**config.mk**
```make
export PLATFORM = sky130hd
export DESIGN_NAME = sdram_usb_drain
export DESIGN_NICKNAME = d
export VERILOG_FILES = /design/src/rtl/sdram_usb_drain.sv
export SDC_FILE = /design/constraint.sdc
export NUM_CORES = 1
export LEC_CHECK = 0
export ABC_CLOCK_PERIOD_IN_PS = 3900
export CAP_MARGIN = 15
export CORE_MARGIN = 2
export CORE_UTILIZATION = 29
export CTS_CLUSTER_SIZE = 24
export DETAILED_ROUTE_END_ITERATION = 10
export SETUP_SLACK_MARGIN = 0.1
export SLEW_MARGIN = 20
export SYNTH_ARGS = -nofsm -noshare
export SYNTH_HDL_FRONTEND = slang
export SYNTH_SLANG_ARGS = --single-unit
```
**constraint.sdc**
```tcl
create_clock -name clk -period 3.9 [get_ports clk]
set_input_delay 0.975 -clock clk [delete_from_list [all_inputs] [get_ports clk]]
set_output_delay 0.975 -clock clk [all_outputs]
set_load 0.03 [all_outputs]
```
**src/rtl/sdram_usb_drain.sv**
```systemverilog
// Drains captured ADC words from the SDRAM read FIFO into the 16-bit USB slave FIFO, with short-packet flush.
// Optional internal counter data source when USB_DRAIN_TESTPAT_EN is defined (adds test_mode input).
`timescale 1ns/1ps
module sdram_usb_drain #(
  parameter int         PKT_WORDS = 256,
  parameter int         LOAD_CYC  = 4,
  parameter logic [1:0] EP_ADDR   = 2'b10
) (
  input  logic        clk,
  input  logic        rst,
  input  logic        start,
  input  logic [23:0] cfg_total,
  output logic        busy,
  output logic        done,
  output logic        rd_load,
  output logic        sdram_read_valid,
  output logic        rd_en,
  input  logic [15:0] rd_data,
  input  logic        rdf_empty,
  input  logic        usb_full_n,
  output logic        usb_slwr_n,
  output logic        usb_pktend_n,
  output logic [15:0] usb_fd,
  output logic [1:0]  usb_fifoadr
`ifdef USB_DRAIN_TESTPAT_EN
  ,
  input  logic        test_mode
`endif
);

  localparam int PW = (PKT_WORDS > 1) ? $clog2(PKT_WORDS) : 1;
  localparam int LW = (LOAD_CYC > 1) ? $clog2(LOAD_CYC) : 1;

  typedef enum logic [2:0] {S_IDLE, S_LOAD, S_RUN, S_FLUSH, S_DONE} state_t;

  state_t         state;
  logic [LW-1:0]  load_cnt;
  logic [23:0]    total;
  logic [23:0]    issued;
  logic [23:0]    written;
  logic [PW-1:0]  pkt_cnt;
  logic [15:0]    fifo_mem [2];
  logic           wp;
  logic           rp;
  logic [1:0]     occ;
  logic           inflight;

  logic           wr_fire;
  logic           space_ok;
  logic           last_wr;
  logic           pkt_wrap;
  logic           issue;
  logic           push;
  logic [15:0]    push_data;

  assign wr_fire  = (state == S_RUN) && (occ != 2'd0) && usb_full_n;
  // a word being written this cycle frees its slot for the read issued now
  assign space_ok = ({1'b0, occ} + {2'b0, inflight}) < (3'd2 + {2'b0, wr_fire});
  assign last_wr  = wr_fire && ((written + 24'd1) == total);
  assign pkt_wrap = (pkt_cnt == PW'(PKT_WORDS - 1));

`ifdef USB_DRAIN_TESTPAT_EN
  logic        tm;
  logic [15:0] tp_cnt;
  logic        tp_load;

  assign rd_en     = (state == S_RUN) && !tm && !rdf_empty && (issued < total) && space_ok;
  assign tp_load   = (state == S_RUN) && tm && (issued < total) && space_ok;
  assign issue     = rd_en | tp_load;
  assign push      = tm ? tp_load : inflight;
  assign push_data = tm ? tp_cnt : rd_data;
`else
  assign rd_en     = (state == S_RUN) && !rdf_empty && (issued < total) && space_ok;
  assign issue     = rd_en;
  assign push      = inflight;
  assign push_data = rd_data;
`endif

  assign usb_slwr_n   = ~wr_fire;
  assign usb_pktend_n = ~((state == S_FLUSH) && usb_full_n);
  assign usb_fd       = fifo_mem[rp];
  assign usb_fifoadr  = EP_ADDR;

  always_ff @(posedge clk) begin
    if (rst) begin
      state            <= S_IDLE;
      busy             <= 1'b0;
      done             <= 1'b0;
      rd_load          <= 1'b0;
      sdram_read_valid <= 1'b0;
      load_cnt         <= '0;
      total            <= '0;
    end else begin
      done <= 1'b0;
      case (state)
        S_IDLE: begin
          if (start) begin
            state    <= S_LOAD;
            busy     <= 1'b1;
            rd_load  <= 1'b1;
            total    <= cfg_total;
            load_cnt <= LW'(LOAD_CYC - 1);
          end
        end
        S_LOAD: begin
          if (load_cnt == '0) begin
            rd_load <= 1'b0;
            if (total == 24'd0) begin
              state <= S_DONE;
              done  <= 1'b1;
            end else begin
              state            <= S_RUN;
              sdram_read_valid <= 1'b1;
            end
          end else begin
            load_cnt <= load_cnt - LW'(1);
          end
        end
        S_RUN: begin
          if (last_wr) begin
            if (pkt_wrap) begin
              state            <= S_DONE;
              done             <= 1'b1;
              sdram_read_valid <= 1'b0;
            end else begin
              state <= S_FLUSH;
            end
          end
        end
        S_FLUSH: begin
          if (usb_full_n) begin
            state            <= S_DONE;
            done             <= 1'b1;
            sdram_read_valid <= 1'b0;
          end
        end
        S_DONE: begin
          state <= S_IDLE;
          busy  <= 1'b0;
        end
        default: state <= S_IDLE;
      endcase
    end
  end

  always_ff @(posedge clk) begin
    if (rst) begin
      issued      <= '0;
      written     <= '0;
      pkt_cnt     <= '0;
      inflight    <= 1'b0;
      wp          <= 1'b0;
      rp          <= 1'b0;
      occ         <= 2'd0;
      fifo_mem[0] <= '0;
      fifo_mem[1] <= '0;
`ifdef USB_DRAIN_TESTPAT_EN
      tm          <= 1'b0;
      tp_cnt      <= '0;
`endif
    end else begin
      inflight <= rd_en;
      if ((state == S_IDLE) && start) begin
        issued  <= '0;
        written <= '0;
        pkt_cnt <= '0;
`ifdef USB_DRAIN_TESTPAT_EN
        tm      <= test_mode;
        tp_cnt  <= '0;
`endif
      end else begin
        if (issue)
          issued <= issued + 24'd1;
        if (wr_fire) begin
          written <= written + 24'd1;
          pkt_cnt <= pkt_wrap ? '0 : pkt_cnt + PW'(1);
        end
`ifdef USB_DRAIN_TESTPAT_EN
        if (tp_load)
          tp_cnt <= tp_cnt + 16'd1;
`endif
      end
      if (push) begin
        fifo_mem[wp] <= push_data;
        wp           <= ~wp;
      end
      if (wr_fire)
        rp <= ~rp;
      case ({push, wr_fire})
        2'b10:   occ <= occ + 2'd1;
        2'b01:   occ <= occ - 2'd1;
        default: occ <= occ;
      endcase
    end
  end

endmodule

```
Word level (Yosys, flattened, before mapping) --
Memory sizes are Yosys's and may differ from the RTL's. A register that Yosys moved wholly into a read port is not among the register bits. Index checks and enable logic that the tools add are counted.
Cells by class: add/subtract/negate cells 8, reductions and logical operators 25, bitwise logic cells 4, equality and inequality tests 15, muxes and demuxes 38, $lt $le $gt $ge 2
Operator list (count):
- $add 24x1->24 const B | 2
- $eq 24x24->1 | 1
- $logic_not 24->1 | 1
- $lt 24x24->1 | 1
- $mux 1 | 21
- $mux 3 | 6
- $mux 16 | 1
- $reduce_or 16->1 | 1
- $ne 2x2->1 const B | 7
- $pmux 3 s4 | 1
- $add 8x1->8 const B | 1
- $eq 8x8->1 const B | 1
- $logic_and 1x1->1 | 8
- $mux 8 | 1
- $pmux 2 s2 | 2
- $reduce_bool 2->1 | 4
- $eq 3x2->1 const B | 2
- $pmux 1 s3 | 2
- $reduce_and 3->1 | 2
- $reduce_and 6->1 | 1
- $mux 2 | 2
- $not 1->1 | 4
- $pmux 1 s2 | 2
- $reduce_and 2->1 | 2
- 15 further kinds | 16
Word-level totals: bits in registers 94, word-level logic and storage cells 107, RAM bits 32, memories 1, input port bits 45
Memory list:
- fifo_mem | words 2, bits a word 16, rd ports 1, clocked after memory_dff 1, wr ports 2, RTL line 42 | logic [15:0] fifo_mem [2];

Longest topological paths before layout --
word-level depth 6, mapped depth 12, gate-level depth less buffers 10

Least setup slack after synthesis --
Ideal clock, no wire load.
path type in2out, start point input port usb_full_n, end point output port rd_en, data required time 2925 ps, arrival 2590 ps, cell stages on the path 9, slack 335 ps, cell sequence nand2_1 or4_1 buf_2 o21ai_2 and3_1 o21ai_1 buf_2 clkbuf_1 inv_1
On the way: longest elaborated chain between the ends 4
RTL lines:
- from (decl) | RTL line 20 | input logic usb_full_n,
- $logic_and 1x1->1 | RTL line 56 | assign wr_fire = (state == S_RUN) && (occ != 2'd0) && usb_full_n;
- $add 2x1->3 | RTL line 58 | assign space_ok = ({1'b0, occ} + {2'b0, inflight}) < (3'd2 + {2'b0, wr_fire});
- $lt 3x3->1 | RTL line 58
- $logic_and 1x1->1 | RTL line 73 | assign rd_en = (state == S_RUN) && !rdf_empty && (issued < total) && space_ok;
- to (decl) | RTL line 17 | output logic rd_en,
No other way between the ends.

Worst setup path in the final report --
Ends and elaborated chain as after synthesis.

==> results.md <==
- Status: finished, final reports clean
- Number of enable flip-flop cells after synthesis: 32
- Share of layout cells above drive strength 1: 0.106
- Worst Setup Slack, final: 0.158 ns
- Nets: 908
- Avg Inst Size Synth: 8.89 sq um
- Routed len/inst: 14.5 um
- TritonCTS Buffers: 17
- Routed vias: 5576
- Count of cell types in the netlist: 62
- Tot GR Track Use: 0.138
- Antenna Nets Post-Route: 0
- FF+latch area: 0.00286 sq mm
- Syn Inst Count: 777
- Crit share post-route: 0.960
- Crit path from: usb_full_n
- Initial DRC Count: 433
- First-pass GRT wire length: 26600 um
- Fillers: 2434
- Yosys top cell area share: 0.275
- CTS tree: done
- Largest stage delay, worst path: 0.55 ns
- CP endpoint: rd_en
- Layout Cells excl Fill: 1165
- Endpoint class of the critical path: output pin
- Hold Violations, Final: 0
- Vias per cell: 4.79
- Async SR Flop Fraction: 0
- P&R area growth vs syn: 22.6%
- Sequential area share after synthesis: 0.415
- Synth area leader: dfxtp_1
- Area of the multi-input gates: 0.00372 sq mm
- DPL Wire Length: 12300 um
- Setup WS pre-CTS: 0.114 ns
- Slew @ Worst Pin: 0.781 ns
- Gr ovfl total: 0
- Lkg Pwr: 3.11 nW
- Final min period: 3.74 ns
- Global placer's final weighted congestion: 0.871
- Die span in x: 158 um
- Critical Path AT: 2.77 ns
- Worst IR drop on VDD: 0.189 mV
- Initial cell density of the core: 0.295
- Sink Count: 127
- Post-synth top cells: dfxtp_1 (95), nand2_1 (89), nor2_1 (68)
- CP required: 2.92 ns
- Critical path's slowest cell: or4_4
- Pins Over Slew Limit: 0
- RSZ-0062 raised after global routing: false
- Antenna violations before repair: 0
- Largest net degree at the start of global routing: 28
- Core area: 0.0234 sq mm
- Critical Path Source Type: primary input
- Top post-synthesis cells by area: dfxtp_1 (28%), edfxtp_1 (14%), ha_1 (5.4%), nand2_1 (4.8%), xor2_1 (4.6%)
- Root Buffer: clkbuf_16
- Die area: 0.0251 sq mm
- Worst-Skew Late Latency: 0.43 ns
- FMAX: 267 MHz
- PortBufs: 67
- Rows: 56
- Sum of routed wire length over all layers: 16800 um
- Worst R2R Start: total[17]
- Synthesized area: 0.00690 sq mm
- R2R depth: 11
- DRC: 0
- Synth Net Count: 852
- Post-synth top flop: dfxtp_1
- Crit path kind: primary input to output pin
- ANT cells: 0
- Clock Path Buffers: 2
- Dpl cells: 1131
- Htree depth: 4
- HP Class: register to register
- Cell with the most instances after synthesis: dfxtp_1
- CTS clk-pin slew, worst paths: 0.06 ns
- Max_cap viols: 0
- Worst R2R Setup Slack: 0.74 ns
- Fin Setup TNS: 0 ns
- Maximum net fanout on the critical path: 4
- Power per cell area: 465 mW/mm^2
- Worst Skew: 0.0103 ns
- Slew margin rel.: 0.473
- Ports: 70
- HP Start: load_cnt[0]
- DIE HEIGHT: 158 um
- Setup violations, final: 0
- Synth warnings: 0
- Vias in the first global route: 5163
- Most used cell, CP: o21ai_4
- DRT Pass-1 Iters: 8
- Worst r2r dst: issued[23]
- Number of synthesized register bits: 127
- CP Cell Sequence: clkdlybuf4s50_1 -> nand2_2 -> or4_4 -> o21ai_4 -> and3_4 -> o21ai_4 -> inv_2 -> buf_6
==> kinds of logic (layout without fill, tap and decap cells) <==
kind of cell    after synthesis  in the layout  share of synthesized area
buf+inv                      81            150                     0.0518
simple gates                317            317                      0.239
mux                          20             20                     0.0323
compound gates              130            130                      0.118
other cells                   2              2                    0.00109
xor+xnor                     70             70                     0.0888
fa+ha+maj                    30             30                     0.0544
flops                       127            127                      0.415
==> per-stage QoR <==
stage          cell area [sq um]  power, W  hold WS, ns  utilization
3_5_place_dp                7850   0.00241        0.464        0.335
2_1_floorplan               6900   0.00211        0.443            -
5_1_grt                     8460   0.00412        0.498        0.362
3_3_place_gp                7850   0.00240        0.459        0.335
4_1_cts                     8410   0.00395        0.475        0.359
6_report                    8460   0.00393        0.470        0.362
==> worst max-delay path, delay by kind of cell <==
family	cells	cell delay, ns
AND/OR/NAND/NOR	3	0.87
buffers and inverters	3	0.65
AO/OA/AOI/OAI	2	0.27
==> flip-flops by register name (all words and copies together) (netlist names), 2 cells and up, named ones only <==
signal,count
pkt_cnt,8
written,24
fifo_mem,32
state,3
issued,24
total,24
load_cnt,2
occ,2
==> layout make-up <==
cell class / instances / area share
Tap cell: 319 / 0.0472
Sequential cell: 127 / 0.338
Clock buffer: 17 / 0.0503
Timing Repair Buffer: 83 / 0.0930
Clock inverter: 15 / 0.0166
Inverter: 35 / 0.0155
Multi-Input combinational cell: 569 / 0.439
==> layout by cell type, fill, tap and decap left out, types with 6 or more instances in the layout <==
cell type,n
dfxtp_1,95
nand2_1,88
nor2_1,67
clkdlybuf4s50_1,65
a21oi_1,58
xor2_1,36
inv_1,34
and2_1,34
xnor2_1,34
edfxtp_1,32
ha_1,30
nand3_1,23
mux2_2,18
o21ai_0,17
clkbuf_16,17
buf_4,16
nand4_1,15
nor3_1,13
nor4_1,11
or3_1,11
and3_1,11
or4_1,10
o31ai_1,9
a21o_1,8
o211ai_1,6
inv_6,6
==> power by group <==
group | internal, W | total (W) | switching (W)
combinational | 0.000349 | 0.000850 | 0.000501
clock | 0.000845 | 0.00153 | 0.000686
sequential | 0.00144 | 0.00155 | 0.000110
total | 0.00264 | 0.00393 | 0.00130
==> timing repair <==
action	4_1_cts	5_1_grt
hold endpoints to repair	0	0
endpoints found under the setup margin	0	1
hold buffers	0	0
buffers inserted	0	2
resized for setup	0	8
==> metal layers <==
layer | share of wire | up-vias | GRT usage
met1 | 0.47 | 2639 | 0.177
met4 | 0.023 | 0 | 0.0558
met3 | 0.031 | 31 | 0.0302
li1 | - | 2810 | -
met2 | 0.48 | 96 | 0.226
met5 | 0 | - | 0
==> how the worst min path moves through the flow <==
stage	endpoint	slack (ns)	cells after the start
5_1_grt	load_cnt[0]	0.50	1
4_1_cts	load_cnt[0]	0.48	1
3_3_place_gp	load_cnt[0]	0.46	1
6_report	load_cnt[0]	0.47	1
3_5_place_dp	load_cnt[0]	0.46	1
2_1_floorplan	load_cnt[0]	0.44	1
Power figures use the tool's default switching activity.
